<file path="config.mk">
export PLATFORM = sky130hd
export DESIGN_NAME = mem_arbiter
export DESIGN_NICKNAME = d
export VERILOG_FILES = /design/src/rtl/mem_arb_pkg.sv /design/src/rtl/arb_wait_ctr.sv /design/src/rtl/mem_arbiter.sv
export SDC_FILE = /design/constraint.sdc
export NUM_CORES = 1
export LEC_CHECK = 0
export CAP_MARGIN = 5
export CORE_UTILIZATION = 22
export CTS_CLUSTER_SIZE = 8
export DETAILED_ROUTE_END_ITERATION = 10
export PLACE_DENSITY = 0.82
export SLEW_MARGIN = 20
export SYNTH_ARGS = -nofsm -noshare
export SYNTH_HDL_FRONTEND = slang
export SYNTH_SLANG_ARGS = --single-unit
</file>
<file path="constraint.sdc">
create_clock -name clk -period 1.2 [get_ports clk]
set_input_delay 0.12 -clock clk [delete_from_list [all_inputs] [get_ports clk]]
set_output_delay 0.12 -clock clk [all_outputs]
set_load 0.02 [all_outputs]
</file>
<file path="src/rtl/mem_arb_pkg.sv">
// Shared types and constants for the two-port memory arbiter.
// Latency: n/a (declarations only).
// Backpressure: n/a.
package mem_arb_pkg;

   localparam int POLICY_RR    = 0;
   localparam int POLICY_FIXED = 1;

   localparam logic PORT_CPU = 1'b0;
   localparam logic PORT_AUX = 1'b1;

   localparam int STATS_W = 16;

   // Outstanding read: which port gets the data returning next cycle.
   typedef struct packed {
      logic valid;
      logic port;
   } rd_tag_t;

   // Saturating increment for statistics counters.
   function automatic logic [STATS_W-1:0] sat_inc(input logic [STATS_W-1:0] v);
      return (v == {STATS_W{1'b1}}) ? v : v + 1'b1;
   endfunction

endpackage

</file>
<file path="src/rtl/arb_wait_ctr.sv">
// Saturating starvation counter: counts waiting cycles, flags when LIMIT is reached.
// Latency: expiry flag is registered state, visible the cycle after the count reaches LIMIT.
// Backpressure: none; clr wins over inc.
module arb_wait_ctr #(
   parameter int WIDTH = 8,
   parameter int LIMIT = 8
) (
   input  logic clk,
   input  logic rst_n,
   input  logic inc_i,
   input  logic clr_i,
   output logic expired_o
);

   localparam logic [WIDTH-1:0] LIM = WIDTH'(LIMIT);

   logic [WIDTH-1:0] cnt_q, cnt_d;

   // Next count: clear first, otherwise increment until the limit and hold there.
   always_comb begin
      cnt_d = cnt_q;
      if (clr_i) begin
         cnt_d = '0;
      end else if (inc_i && (cnt_q != LIM)) begin
         cnt_d = cnt_q + 1'b1;
      end
   end

   // Count register.
   always_ff @(posedge clk or negedge rst_n) begin
      if (!rst_n) begin
         cnt_q <= '0;
      end else begin
         cnt_q <= cnt_d;
      end
   end

   assign expired_o = (cnt_q == LIM);

endmodule

</file>
<file path="src/rtl/mem_arbiter.sv">
// Two-port arbiter onto one synchronous-read memory port; optional stats via MEM_ARB_STATS_EN.
// Latency: same-cycle grant and command; read data returns one cycle after the read grant.
// Backpressure: a requester holds req until its gnt; loser simply waits, no queuing.
module mem_arbiter
   import mem_arb_pkg::*;
#(
   parameter int AWIDTH     = 16,
   parameter int DWIDTH     = 16,
   parameter int POLICY     = 0,
   parameter int STARVE_MAX = 8
) (
   input  logic              clk,
   input  logic              rst_n,
   input  logic              p0_req,
   input  logic              p0_we,
   input  logic [AWIDTH-1:0] p0_addr,
   input  logic [DWIDTH-1:0] p0_wdata,
   output logic              p0_gnt,
   output logic              p0_rvalid,
   input  logic              p1_req,
   input  logic              p1_we,
   input  logic [AWIDTH-1:0] p1_addr,
   input  logic [DWIDTH-1:0] p1_wdata,
   output logic              p1_gnt,
   output logic              p1_rvalid,
   output logic [DWIDTH-1:0] rdata,
   output logic [AWIDTH-1:0] mem_addr,
   output logic [DWIDTH-1:0] mem_wdata,
   output logic              mem_wr,
   output logic              mem_rd,
   input  logic [DWIDTH-1:0] mem_rdata
`ifdef MEM_ARB_STATS_EN
   ,
   input  logic               stats_clr,
   output logic [STATS_W-1:0] p0_grants,
   output logic [STATS_W-1:0] p1_grants,
   output logic [STATS_W-1:0] conflicts
`endif
);

   logic    last_q, last_d;
   rd_tag_t tag_q, tag_d;
   logic    starve_exp;
   logic    gnt0, gnt1;
   logic    any_gnt;
   logic    sel_we;

   // Starvation guard exists only for fixed priority; round-robin cannot starve.
   if (POLICY == POLICY_FIXED) begin : g_starve
      arb_wait_ctr #(
         .WIDTH (8),
         .LIMIT (STARVE_MAX)
      ) u_wait_ctr (
         .clk       (clk),
         .rst_n     (rst_n),
         .inc_i     (p1_req & ~gnt1),
         .clr_i     (gnt1 | ~p1_req),
         .expired_o (starve_exp)
      );
   end else begin : g_no_starve
      assign starve_exp = 1'b0;
   end

   // Winner selection from current requests and registered pointer/counter; no grants in reset.
   always_comb begin
      gnt0 = 1'b0;
      gnt1 = 1'b0;
      if (rst_n) begin
         if (POLICY == POLICY_FIXED) begin
            if (p1_req && (starve_exp || !p0_req)) begin
               gnt1 = 1'b1;
            end else if (p0_req) begin
               gnt0 = 1'b1;
            end
         end else begin
            if (p0_req && p1_req) begin
               if (last_q == PORT_CPU) gnt1 = 1'b1;
               else                    gnt0 = 1'b1;
            end else if (p0_req) begin
               gnt0 = 1'b1;
            end else if (p1_req) begin
               gnt1 = 1'b1;
            end
         end
      end
   end

   assign any_gnt = gnt0 | gnt1;
   assign p0_gnt  = gnt0;
   assign p1_gnt  = gnt1;

   // Command mux: port 0 fields by default so idle cycles carry no strobes; all zero in reset.
   always_comb begin
      mem_addr  = '0;
      mem_wdata = '0;
      sel_we    = 1'b0;
      if (rst_n) begin
         mem_addr  = gnt1 ? p1_addr  : p0_addr;
         mem_wdata = gnt1 ? p1_wdata : p0_wdata;
         sel_we    = gnt1 ? p1_we    : p0_we;
      end
   end

   assign mem_wr = any_gnt &  sel_we;
   assign mem_rd = any_gnt & ~sel_we;

   // Next pointer and read tag.
   always_comb begin
      last_d      = any_gnt ? (gnt1 ? PORT_AUX : PORT_CPU) : last_q;
      tag_d.valid = mem_rd;
      tag_d.port  = gnt1 ? PORT_AUX : PORT_CPU;
   end

   // Pointer starts at port 1 so port 0 wins the first tie; a pending tag dies in reset.
   always_ff @(posedge clk or negedge rst_n) begin
      if (!rst_n) begin
         last_q <= PORT_AUX;
         tag_q  <= '0;
      end else begin
         last_q <= last_d;
         tag_q  <= tag_d;
      end
   end

   assign p0_rvalid = tag_q.valid && (tag_q.port == PORT_CPU);
   assign p1_rvalid = tag_q.valid && (tag_q.port == PORT_AUX);
   assign rdata     = mem_rdata;

`ifdef MEM_ARB_STATS_EN
   logic [STATS_W-1:0] p0_grants_q, p1_grants_q, conflicts_q;

   // Saturating grant/conflict counters; synchronous clear beats increment.
   always_ff @(posedge clk or negedge rst_n) begin
      if (!rst_n) begin
         p0_grants_q <= '0;
         p1_grants_q <= '0;
         conflicts_q <= '0;
      end else if (stats_clr) begin
         p0_grants_q <= '0;
         p1_grants_q <= '0;
         conflicts_q <= '0;
      end else begin
         if (gnt0)             p0_grants_q <= sat_inc(p0_grants_q);
         if (gnt1)             p1_grants_q <= sat_inc(p1_grants_q);
         if (p0_req && p1_req) conflicts_q <= sat_inc(conflicts_q);
      end
   end

   assign p0_grants = p0_grants_q;
   assign p1_grants = p1_grants_q;
   assign conflicts = conflicts_q;
`endif

endmodule

</file>
==> results.toml, run 1 <==
[floorplanning]
rows = 23
start_util_pct = 23.65
dieHeight_um = 68.52
ioPinCount = 140
die_area_um2 = 4695
die_x_um = 68.52
core_area_um2 = 4115

[pwr]
switching_share_pct = 35.23
clockPowerShare_pct = 16.9
p_leak_nw = 1.063
power_switching_uw = 618.5
power_density_nw_per_um2 = 664.6
seq_power_share_pct = 7.2
comb_power_share_pct = 75.8
finalPower_mw = 1.755
intPower_mw = 1.137
ir_drop_uv = 364.4

[worst_setup_path]
crit_arrival_ns = 1.48
critPathCaptureType = "primary output"
critPathKind = "reg -> out"
crit_fanout = 8
required_ns = 1.08
critPathLaunchType = "flip-flop"

[hold_path]
hold_class = "in -> async"

[yosys]
synth.distinct_cells = 20
ys_ff_latch = 3
syn-num-nets = 229
synth_warnings = 0
seq_area_frac_synth_pct = 7.841
syn_area_um2 = 973.4
post_synth.cell_area_avg_um2 = 6.807
netlist_instances = 143

[final_layout]
diodes = 0
fill_cells = 338
final_area_um2 = 2641
drive_gt1_share_pct = 39.34
fin_nets = 331
final_util_pct = 64.18
area_delta_synth_final_pct = 171.3

[global_routing]
grt.total_usage_pct = 16.06
grt_pass1_wl_um = 5506
grt_max_degree = 25
grt_pass1_vias = 1276
gr-total-overflow = 0
antenna_found_initial = 0

[placement]
place_area_um2 = 2445
place_congestion = 0.7127
dp_hpwl_um = 3077
port_buffers = 107
dp_slack_ns = -0.9768

[timing]
setup_violations = 37
tightestPinTransition_ns = 0.2387
min_period_ns = 1.599
max_freq_ghz = 0.6256
worst_slew_margin_rel_pct = 84.09
maxSlewViolCount = 0
setup_slack_ns = -0.3986
finClkSkew_ns = 0.001549
rsz0062_at_grt = "yes"
holdWs_ns = -0.001872
period_share_pct = 133.2
finalHoldViolCount = 1

[route]
via_per_inst = 4.418
antenna_left = 0
drt_wl_total_um = 3874
vias = 1299
drtPass1Iterations = 3
drt-initial-drc-count = 14
drc = 0
routedWlPerCell_um = 13.18

[cts]
cts.sinks = 3
numCtsBuffers = 3
cts_max_level = 1
holdBufCountCts = 0
cts.reportedPaths.clkPinSlew_ns = 0.03
cts_tree = "done"
clock_latency_ns = 0.22
cts_buffer_depth = 2
cts_root_buffer = "clkbuf_8"

[status]
violations = "negative hold slack, negative setup slack"
status = "finished with violations"

[job]
drv_cap = 0
## flip-flops by register name (all words and copies together) (netlist names)
signal / flops
tag_q: 2
last_q: 1
## cell families (layout without fill, tap and decap cells)
kind of cell,after synthesis,count (layout),synth area share [%]
buf+inv,29,130,23.78
mux,32,32,32.91
simple gates,73,73,30.33
flops,3,3,7.841
compound gates,6,6,5.142
## worst paths after layout
kind / start / end / slack (ns) / cells past startpoint
max reg2reg: last_q / tag_q[1] / 0 / 3
min in group clk: mem_rdata[0] / rdata[0] / 0.24 / 0
max in group asynchronous: rst_n / tag_q[0] / 0.98 / 3
min reg2reg: last_q / last_q / 0.80 / 4
min: rst_n / tag_q[1] / -0.002 / 2
max: last_q / mem_wdata[15] / -0.40 / 5
## timing repair
item,4_1_cts,5_1_grt
resized for setup,214,11
gates cloned,3,0
endpoints found under the hold margin,0,0
pin swaps,2,1
setup endpoints to repair,38,38
setup buffers,5,0
## through the flow
stage                     std cells  setup TNS [ns]
after detailed placement        283          -33.43
final                           294          -13.16
after global routing            294          -15.63
after floorplan                 143          -2.074
after global placement          283          -32.15
after CTS                       295          -14.66
## worst max-delay path: stages (launching register included)
cell and delay, ns:
dfstp_2 0.37, a21boi_4 0.19, buf_12 0.15, buf_12 0.16, mux2i_1 0.23, buf_4 0.17
## placed cells by master (no fill, tap or decap)
master and n:
and2b_4 1, buf_4 11, buf_6 34, dlygate4sd2_1 4, nand2_1 66, buf_12 7
nor2b_1 1, nor3b_4 1, clkdlybuf4s50_1 66, buf_2 1, clkbuf_8 3, inv_1 1
a21oi_1 1, dfstp_2 1, dfrtp_1 2, mux2i_4 29, and2_4 1, and2_1 1
buf_16 2, a31oi_1 1, a21bo_2 1, nand2b_1 2, clkbuf_1 1, mux2i_1 2
o32ai_4 2, mux2i_2 1, a21boi_4 1
## routing by layer
metal / track usage [%] / wire length, um / up-vias
met2: 35.29 / 2311 / 74
met1: 13.41 / 1150 / 568
met3: 3.289 / 377 / 4
li1: - / - / 653
met5: 0 / 0 / -
met4: 5.729 / 34 / 0
## Yosys cell counts
cell type | n | area share (%)
dfrtp_1 | 2 | 5.1
and2b_2 | 1 | 0.90
o32ai_1 | 2 | 1.8
a21oi_1 | 1 | 0.51
and2_1 | 2 | 1.3
buf_12 | 3 | 6.2
a21bo_2 | 1 | 1.0
a21boi_2 | 1 | 1.2
a31oi_1 | 1 | 0.64
buf_2 | 2 | 1.0
clkbuf_1 | 5 | 1.9
buf_6 | 1 | 1.2
nand2_1 | 66 | 25
inv_1 | 1 | 0.39
mux2i_1 | 32 | 33
nor2b_1 | 1 | 0.64
buf_4 | 17 | 13
dfstp_2 | 1 | 2.7
nand2b_1 | 2 | 1.3
nor3b_1 | 1 | 0.77
## layout make-up
class | instances | area [um^2] | area share, %
Tap cell | 50 | 62.56 | 2.369
Clock buffer | 4 | 45.04 | 1.705
Timing Repair Buffer | 125 | 1361 | 51.54
Inverter | 1 | 3.754 | 0.1421
Sequential cell | 3 | 76.32 | 2.890
Multi-Input combinational cell | 111 | 1092 | 41.35
## power groups by stage
stage / Clock, mW / Sequential (mW) / Combinational, mW
after global placement: 0 / 0.129 / 1.19
final: 0.297 / 0.127 / 1.33
after detailed placement: 0 / 0.130 / 1.21
after CTS: 0.304 / 0.128 / 1.34
after global routing: 0.316 / 0.129 / 1.41
after floorplan: 0 / 0.128 / 0.793
No activity file was read; power rests on OpenSTA's default activity.
==> run 2, diff against run 1 <==
--- a/config.mk
+++ b/config.mk
@@ -7,9 +7,9 @@
 export LEC_CHECK = 0
 export CAP_MARGIN = 5
 export CORE_UTILIZATION = 22
-export CTS_CLUSTER_SIZE = 8
+export CTS_CLUSTER_SIZE = 28
 export DETAILED_ROUTE_END_ITERATION = 10
-export PLACE_DENSITY = 0.82
+export PLACE_DENSITY = 0.79
 export SLEW_MARGIN = 20
 export SYNTH_ARGS = -nofsm -noshare
 export SYNTH_HDL_FRONTEND = slang
==> run 2 against run 1 <==
  * The run ends with negative setup slack left
  * Register-to-register slack lost 0.02 ns
  * Sequential cell count is the same
  * Via count grew 0.62%
  * Clock power is essentially flat
  * Critical endpoint is now mem_addr[0]
  * Worst hold slack gained 0.0085 ns
  * Highest routed layer unchanged
  * Clock skew grew 0.0011 ns
  * Critical path depth is the same
  * Global-route usage shrank 0.087 points
  * Design area is essentially flat
  * Combinational power is essentially flat
  * Maximum frequency shrank 2.3%
==> results.toml, run 2 (synthesis results as in run 1) <==
[job]
drv_cap = 0

[global_routing]
gr-total-overflow = 0
grt_pass1_wl_um = 5568
grt_max_degree = 31
antenna_found_initial = 0
grt.total_usage_pct = 15.98
grt_pass1_vias = 1284

[worst_setup_path]
crit_arrival_ns = 1.52
crit_fanout = 8
critPathCaptureType = "primary output"
critPathLaunchType = "flip-flop"
crit_path_end = "mem_addr[0]"
crit_path_cell_trace = "a21boi_4 > buf_12 > buf_16 > mux2i_4 > buf_6"
required_ns = 1.08
timing.rr.end = "tag_q[0]"
critPathKind = "reg -> out"
cp_slowest_cell = "dfstp_2"
rr_startpoint = "last_q"
rrSetupSlack_ns = -0.02
reg2reg_depth = 4
cp_slowest_stage_delay_ns = 0.38
crit_path_start = "last_q"

[cts]
cts.reportedPaths.clkPinSlew_ns = 0.03
cts_tree = "done"
numCtsBuffers = 3
cts.sinks = 3
cts_buffer_depth = 2
cts_root_buffer = "clkbuf_8"
clock_latency_ns = 0.21
cts_max_level = 1

[floorplanning]
rows = 23
dieHeight_um = 68.52
ioPinCount = 140
start_util_pct = 23.65
die_x_um = 68.52
core_area_um2 = 4115
die_area_um2 = 4695

[route]
wl_met1_um = 1131
via_per_inst = 4.461
wl_met2_um = 2196
drtPass1Iterations = 2
wl_met3_um = 379
vias = 1307
routedWlPerCell_um = 12.81
drt_wl_total_um = 3754
drt-initial-drc-count = 10
antenna_left = 0
drc = 0
routed.top_layer = "met4"

[timing]
max_freq_ghz = 0.6113
min_period_ns = 1.636
period_share_pct = 136.3
finalHoldViolCount = 0
worst_slew_margin_rel_pct = 84.14
tightestPinTransition_ns = 0.2379
setup_slack_ns = -0.4358
rsz0062_at_grt = "yes"
maxSlewViolCount = 0
setup_violations = 38
holdWs_ns = 0.006641
tns_ns = -14.44
finClkSkew_ns = 0.002688

[status]
violations = "negative setup slack"
status = "finished with violations"

[final_layout]
area_delta_synth_final_pct = 171.2
reg_top3 = "tag_q: 2 flops, last_q: 1 flops"
fin_nets = 330
fill_cells = 340
layout_common_cells = "66 x nand2_1, 66 x clkdlybuf4s50_1, 31 x buf_6, 29 x mux2i_4, 12 x buf_4"
drive_gt1_share_pct = 39.09
largest_register_ffs = 2
largest_register = "tag_q"
diodes = 0
final_util_pct = 64.15

[pwr]
p_leak_nw = 1.064
ir_drop_uv = 299.9
power_density_nw_per_um2 = 663.9

[placement]
place_congestion = 0.7187
port_buffers = 107
dp_hpwl_um = 2974

[hold_path]
hold_class = "in -> async"
==> run 2: cell types whose count changed in the layout (fill, tap and decap cells not counted) <==
cell             delta
buf_6               -3
and2b_4             -1
dlygate4sd3_1       +1
clkdlybuf4s15_1     +1
dlymetal6s2s_1      +1
buf_16              +2
and2b_2             +1
clkbuf_2            +1
buf_12              -2
buf_4               +1
dlygate4sd2_1       -3
==> run 2: worst min-delay path by stage <==
stage                to  depth (start not counted)  start
6_report       tag_q[0]                          2  rst_n
5_1_grt        tag_q[0]                          2  rst_n
4_1_cts        tag_q[0]                          2  rst_n
3_5_place_dp   tag_q[1]                          1  rst_n
3_3_place_gp   tag_q[1]                          1  rst_n
2_1_floorplan  tag_q[0]                          0  rst_n
==> run 2: timing repair <==
action,CTS,global route
endpoints found under the hold margin,1,0
setup endpoints to repair,38,40
setup buffers,3,1
resized for setup,215,11
gates cloned,3,0
hold buffers,1,0
pin swaps,1,1
==> run 2: layout make-up <==
cell class,instances,area [um^2],area share [%]
Timing Repair Buffer,124,1361,51.56
Multi-Input combinational cell,111,1091,41.33
Sequential cell,3,76.32,2.891
Tap cell,50,62.56,2.370
Clock buffer,4,45.04,1.706
Inverter,1,3.754,0.1422
==> run 2: power by group <==
part           leakage, nW  switching, mW  internal (mW)
clock network       0.0228         0.0671          0.227
registers           0.0370         0.0128          0.119
logic                 1.00          0.540          0.787
total                 1.06          0.620           1.13
==> run 2: routing by layer <==
| layer | track usage (%) | vias up |
|---|---|---|
| met2 | 35.29 | 76 |
| met4 | 5.208 | 0 |
| met3 | 2.632 | 9 |
| met1 | 13.75 | 575 |
| li1 | - | 647 |
| met5 | 0 | - |
==> run 2: worst max-delay path, delay by kind of cell, from the launching register on <==
kind | cells | cell delay (ns)
AOI/OAI and AO/OA | 1 | 0.20
DFF | 1 | 0.38
buffers and inverters | 3 | 0.47
muxes | 1 | 0.24
==> run 2: through the flow <==
step / area, um^2 / instances / power [mW] / setup slack [ns]
3_5_place_dp: 2437 / 282 / 1.334 / -0.9623
4_1_cts: 2630 / 293 / 1.765 / -0.4417
5_1_grt: 2640 / 293 / 1.850 / -0.4933
2_1_floorplan: 1391 / 143 / 0.9214 / -0.06644
3_3_place_gp: 2437 / 282 / 1.318 / -0.9346
6_report: 2640 / 293 / 1.753 / -0.4358
